`config.mk`:
```
export PLATFORM = sky130hd
export DESIGN_NAME = uart_tx_arbiter
export DESIGN_NICKNAME = d
export VERILOG_FILES = /design/src/rtl/uart_pkg.sv /design/src/rtl/uart_rr_pick.sv /design/src/rtl/uart_tx_arbiter.sv
export SDC_FILE = /design/constraint.sdc
export NUM_CORES = 1
export LEC_CHECK = 0
export CAP_MARGIN = 25
export CORE_MARGIN = 1
export CORE_UTILIZATION = 37
export CTS_CLUSTER_DIAMETER = 80
export DETAILED_ROUTE_END_ITERATION = 8
export GPL_ROUTABILITY_DRIVEN = 0
export GPL_TIMING_DRIVEN = 0
export PLACE_DENSITY = 0.76
export SETUP_SLACK_MARGIN = 0.5
export SLEW_MARGIN = 25
export SYNTH_ARGS = -nofsm -noshare
export SYNTH_HDL_FRONTEND = slang
export SYNTH_SLANG_ARGS = --single-unit
```
`constraint.sdc`:
```
create_clock -name CLK -period 1.6 [get_ports CLK]
set_input_delay 0.32 -clock CLK [delete_from_list [all_inputs] [get_ports CLK]]
set_output_delay 0.32 -clock CLK [all_outputs]
set_load 0.02 [all_outputs]
```
`src/rtl/uart_pkg.sv`:
```
// uart_pkg: shared types and constants for the UART TX arbiter.
//   arb_state_e     - arbiter FSM state encoding
//   DEF_NUM_REQ     - default number of requesters
//   DEF_DATA_WIDTH  - default byte width
//   idx_w()         - width of an index into an n-entry vector (minimum 1)
package uart_pkg;

  typedef enum logic [1:0] {
    IDLE      = 2'd0,
    LAUNCH    = 2'd1,
    WAIT_BUSY = 2'd2,
    WAIT_DONE = 2'd3
  } arb_state_e;

  localparam int DEF_NUM_REQ    = 4;
  localparam int DEF_DATA_WIDTH = 8;

  function automatic int idx_w(input int n);
    return (n <= 2) ? 1 : $clog2(n);
  endfunction

endpackage

```
`src/rtl/uart_rr_pick.sv`:
```
// uart_rr_pick: combinational round-robin picker.
// Scans req starting one past the last winner, wrapping modulo NUM_REQ, and
// returns the first set bit.
// Ports:
//   req    in  [NUM_REQ-1:0]  pending requests
//   last   in  [IW-1:0]       index of the previous winner
//   valid  out                any request pending
//   winner out [IW-1:0]       index of the selected requester
module uart_rr_pick
  import uart_pkg::*;
#(
  parameter int NUM_REQ = DEF_NUM_REQ,
  localparam int IW     = idx_w(NUM_REQ)
) (
  input  logic [NUM_REQ-1:0] req,
  input  logic [IW-1:0]      last,
  output logic               valid,
  output logic [IW-1:0]      winner
);

  int idx;

  // Scan from the farthest offset down to the nearest so the closest set bit
  // after last is the one that sticks.
  always_comb begin
    valid  = 1'b0;
    winner = '0;
    idx    = 0;
    for (int k = NUM_REQ; k >= 1; k--) begin
      idx = int'(last) + k;
      if (idx >= NUM_REQ) idx = idx - NUM_REQ;
      if (req[idx]) begin
        valid  = 1'b1;
        winner = IW'(idx);
      end
    end
  end

endmodule

```
`src/rtl/uart_tx_arbiter.sv`:
```
// uart_tx_arbiter: round-robin arbiter sharing one UART transmitter among
// NUM_REQ requesters. One byte is captured per grant, launched with a single
// TX_DATA_VALID pulse, and the UART Busy flag is tracked through the whole
// frame before the next grant.
//
// Optional feature: define ARB_TIMEOUT_EN to add a TIMEOUT_CYC watchdog on
// Busy rising after a launch; when it expires TO_ERR pulses, the byte is
// dropped and the arbiter returns to IDLE. Without it TO_ERR is tied 0 and the
// arbiter waits for Busy indefinitely.
//
// Ports:
//   CLK           in   UART TX clock
//   RST           in   asynchronous active-high reset
//   REQ           in   per-requester level request, held until ACK
//   REQ_DATA      in   packed bytes, requester i at [i*DATA_WIDTH +: DATA_WIDTH]
//   ACK           out  one-hot one-cycle pulse, byte captured
//   GNT_ID        out  index of the last granted requester
//   TX_P_DATA     out  byte to UART P_DATA, held until the next grant
//   TX_DATA_VALID out  one-cycle launch strobe
//   TX_Busy       in   UART Busy
//   ARB_Busy      out  high whenever the FSM is not in IDLE
//   TO_ERR        out  one-cycle Busy-timeout pulse
//
// State | meaning
// IDLE      | waiting for a request while the UART is idle
// LAUNCH    | TX_DATA_VALID and ACK asserted for exactly one cycle
// WAIT_BUSY | waiting for the UART to raise Busy
// WAIT_DONE | frame in progress, waiting for Busy to fall
module uart_tx_arbiter
  import uart_pkg::*;
#(
  parameter int NUM_REQ    = DEF_NUM_REQ,
  parameter int DATA_WIDTH = DEF_DATA_WIDTH
`ifdef ARB_TIMEOUT_EN
  ,
  parameter int TIMEOUT_CYC = 16
`endif
) (
  input  logic                          CLK,
  input  logic                          RST,
  input  logic [NUM_REQ-1:0]            REQ,
  input  logic [NUM_REQ*DATA_WIDTH-1:0] REQ_DATA,
  output logic [NUM_REQ-1:0]            ACK,
  output logic [idx_w(NUM_REQ)-1:0]     GNT_ID,
  output logic [DATA_WIDTH-1:0]         TX_P_DATA,
  output logic                          TX_DATA_VALID,
  input  logic                          TX_Busy,
  output logic                          ARB_Busy,
  output logic                          TO_ERR
);

  localparam int IW = idx_w(NUM_REQ);

  arb_state_e            state_q;
  logic [NUM_REQ-1:0]    ack_q;
  logic [IW-1:0]         gnt_q;
  logic [IW-1:0]         last_q;
  logic [DATA_WIDTH-1:0] pdata_q;
  logic                  dv_q;
  logic                  arb_busy_q;

  logic                  pick_valid;
  logic [IW-1:0]         pick_winner;
  logic [DATA_WIDTH-1:0] pick_byte_d;

`ifdef ARB_TIMEOUT_EN
  localparam logic [7:0] TO_LAST = 8'(TIMEOUT_CYC - 1);
  logic [7:0] to_cnt_q;
  logic       to_err_q;
`endif

  uart_rr_pick #(
    .NUM_REQ (NUM_REQ)
  ) u_pick (
    .req    (REQ),
    .last   (last_q),
    .valid  (pick_valid),
    .winner (pick_winner)
  );

  assign pick_byte_d = REQ_DATA[int'(pick_winner)*DATA_WIDTH +: DATA_WIDTH];

  always_ff @(posedge CLK or posedge RST) begin
    if (RST) begin
      state_q    <= IDLE;
      ack_q      <= '0;
      gnt_q      <= '0;
      last_q     <= IW'(NUM_REQ - 1);
      pdata_q    <= '0;
      dv_q       <= 1'b0;
      arb_busy_q <= 1'b0;
`ifdef ARB_TIMEOUT_EN
      to_cnt_q   <= '0;
      to_err_q   <= 1'b0;
`endif
    end else begin
      // Strobes are single-cycle; only the grant edge raises them.
      ack_q <= '0;
      dv_q  <= 1'b0;
`ifdef ARB_TIMEOUT_EN
      to_err_q <= 1'b0;
`endif
      case (state_q)
        IDLE: begin
          // A Busy seen here belongs to a frame we did not launch; hold off.
          if (pick_valid && !TX_Busy) begin
            pdata_q             <= pick_byte_d;
            gnt_q               <= pick_winner;
            last_q              <= pick_winner;
            ack_q[pick_winner]  <= 1'b1;
            dv_q                <= 1'b1;
            arb_busy_q          <= 1'b1;
            state_q             <= LAUNCH;
          end
        end
        LAUNCH: begin
`ifdef ARB_TIMEOUT_EN
          to_cnt_q <= '0;
`endif
          state_q <= WAIT_BUSY;
        end
        WAIT_BUSY: begin
          if (TX_Busy) begin
            state_q <= WAIT_DONE;
          end
`ifdef ARB_TIMEOUT_EN
          else if (to_cnt_q == TO_LAST) begin
            // Byte is abandoned; last_q already points at it so rotation moves on.
            to_err_q   <= 1'b1;
            arb_busy_q <= 1'b0;
            state_q    <= IDLE;
          end else begin
            to_cnt_q <= to_cnt_q + 8'd1;
          end
`endif
        end
        WAIT_DONE: begin
          if (!TX_Busy) begin
            arb_busy_q <= 1'b0;
            state_q    <= IDLE;
          end
        end
        default: begin
          arb_busy_q <= 1'b0;
          state_q    <= IDLE;
        end
      endcase
    end
  end

  assign ACK           = ack_q;
  assign GNT_ID        = gnt_q;
  assign TX_P_DATA     = pdata_q;
  assign TX_DATA_VALID = dv_q;
  assign ARB_Busy      = arb_busy_q;
`ifdef ARB_TIMEOUT_EN
  assign TO_ERR        = to_err_q;
`else
  assign TO_ERR        = 1'b0;
`endif

endmodule

```
==> metrics.cfg <==
[sta]
clock_skew_ns=0.00499
layout_setup_ws_ns=-0.0675
setup_tns_ns=-0.357
layout_min_cycle_time_ns=1.67
hold_viol_final=0
period_share_pct=104
rsz0062_at_grt=yes
whs_ns=0.343
finalMaxSlewViolations=0
setup_viol=8
fmax_ghz=0.600

[clocking]
cts_made_buffers=3
cts_hold_buf=0
clk_pin_slew_ns=0.13
worstSkewPairLatency_ns=0.32
htree_num_levels=1
cts.path.max_buffers=2
cts_sinks=20
root_buffer=clkbuf_4
cts_tree=done

[routing]
vias=1383
vias_per_cell=5.32
drc_errors=0
drtPass1Iterations=4
drt-initial-drc-count=42
ant_nets=0
wl_mm=4.55
wl_per_cell_um=17.5

[cells_and_area]
utilization_pct=79.8
drive_gt1_share_pct=51.4
design_area_um2=2440
fill_cells=185
fin_nets=259
antenna-diode-count=0
areaGrowthSynthToFinish_pct=105

[global_routing]
antenna_found_initial=0
grtUsageTotal_pct=25.1
grt_pass1_wl_mm=6.42
overflow=0
grt_max_degree=21
grt_pass1_vias=1418

[logic_synthesis]
synthArstFlopShare_pct=100
syn_area_per_cell_um2=9.83
synth.area.top_cells=dfrtp_1 (38%), mux2i_1 (6.7%), a221oi_1 (5.9%)
synth.top_cell.area_share_pct=37.9
ys_ff_latch=20
synthCells=121
synth_nets=163
yosysSeqAreaShare_pct=42.3
synth_edf_count=0
yosysTopAreaCell=dfrtp_1
ys.flop_type=dfrtp_1
yosysWarningCount=0
syn_area_um2=1190
synth_cell_types=38

[critical_path]
crit_type=flop to flop
worst_setup_path_start_kind=flop
cp_max_fo=6
required_ns=1.81
worstSetupEndpointType=flop
critPathArrivalTime_ns=1.88

[floorplanning]
fp.coreArea_um2=3050
io_pins=56
die_w_um=58.7
die_area_um2=3450
initial_core_util_pct=39.0
die_y_um=58.7
rows=20

[min_path]
hold_class=input port to asynchronous set/reset pin

[power]
peakVddDrop_uv=894
power_uw=4070
powerDensity_nw_per_um2=1670
power_leakage_uw=0.00106

[placed_design]
place_area_um2=1840
dp_hpwl_mm=2.45
port_buffers=54

[status]
status=finished with violations
violations=setup timing

[flow_run]
max-cap-violations=0

## logic make-up (layout without fill, tap and decap cells)
logic type	after synthesis	in the layout	share of synthesized area, %
buffers and inverters	12	107	6.73
flip-flops	20	20	42.3
adder cells (fa/ha/maj)	3	3	3.15
AND/OR/NAND/NOR	34	34	15.4
AO/OA/AOI/OAI	42	42	24.5
other	1	1	0.315
multiplexers	9	9	7.68
## per-layer routing
metal	wire length, um	GRT usage (%)	vias to the layer above
met5	0	0	-
met4	116	11.9	0
met3	255	5.71	12
met2	2360	42.5	57
met1	1810	30.2	679
li1	-	-	635
## worst paths after layout
path	startpoint	endpoint	slack [ns]	cells past startpoint
max in group asynchronous	RST	last_q[1]	0.94	2
max reg2reg	last_q[0]	TX_P_DATA[2]	-0.07	6
min reg2reg	GNT_ID[1]	GNT_ID[1]	0.52	1
max	last_q[0]	TX_P_DATA[2]	-0.07	6
min	RST	GNT_ID[0]	0.34	2
min in group CLK	REQ[3]	ACK[3]	0.36	3
## cell type report
type	instances	area (um2)	share of cell area [%]
tap	44	55.1	2.26
timing repair buffer	91	871	35.7
inverter	6	33.8	1.39
multi-input combinational	89	853	35.0
clock inverter	1	30.0	1.23
sequential	20	504	20.7
buffer	6	67.6	2.77
clock buffer	3	22.5	0.924
## metrics by stage
stage               cells  setup WS, ns
global route          260        -0.149
finish                260       -0.0675
floorplan             121        0.0537
detailed placement    219        -0.555
CTS                   246       -0.0252
global placement      219        -0.527
## placed cells by master (no fill, tap or decap), types with 2 or more instances in the layout
| master | count |
|---|---|
| clkdlybuf4s50_1 | 33 |
| a22o_1 | 2 |
| a21o_1 | 2 |
| nand2b_4 | 2 |
| nor2_4 | 4 |
| o21ai_1 | 5 |
| dfrtp_1 | 17 |
| nand2_1 | 3 |
| ha_4 | 3 |
| o22ai_1 | 8 |
| a221oi_2 | 7 |
| dfstp_2 | 2 |
| o21ai_0 | 4 |
| clkbuf_4 | 3 |
| buf_4 | 31 |
| buf_12 | 2 |
| buf_2 | 3 |
| buf_6 | 25 |
| nor2_1 | 12 |
| a21oi_2 | 4 |
| mux2i_1 | 8 |
| inv_2 | 3 |
| nand2b_1 | 3 |
## registers in the layout (all words and copies together), names as in the netlist
signal and count:
ACK 4, ARB_Busy 1, GNT_ID 2, TX_DATA_VALID 1, TX_P_DATA 8, last_q 2
state_q 2
## report_power, final
part | internal [uW] | leakage, uW | switching (uW) | total [uW]
clock | 254 | 0.0000279 | 181 | 435
combinational | 1490 | 0.000800 | 1260 | 2740
sequential | 716 | 0.000229 | 172 | 888
total | 2460 | 0.00106 | 1610 | 4070
## Yosys cell counts (2+ instances only)
cell type   n
a22o_1      2
nand2b_1    4
ha_1        3
o21ai_1     6
a221oi_1    8
buf_6       4
o22ai_1     8
a21oi_1     5
dfrtp_1    18
inv_1       5
nor3_1      2
o21ai_0     4
mux2i_1     8
a21o_1      2
dfstp_2     2
nand2_1     3
nor2_1     16
## critical path, cell delays in order (launching register included)
cell and delay, ns:
dfstp_2 0.61, nand2b_4 0.18, a21oi_4 0.06, nor3_4 0.21, buf_6 0.17, mux2i_1 0.21
o22ai_1 0.10
## what timing repair did
item,in CTS,in global routing
endpoints found under the setup margin,36,37
gates resized for setup,140,23
pin swaps,12,8
cloned,1,0
buffers inserted,22,14
(Power assumes the default switching activity.)
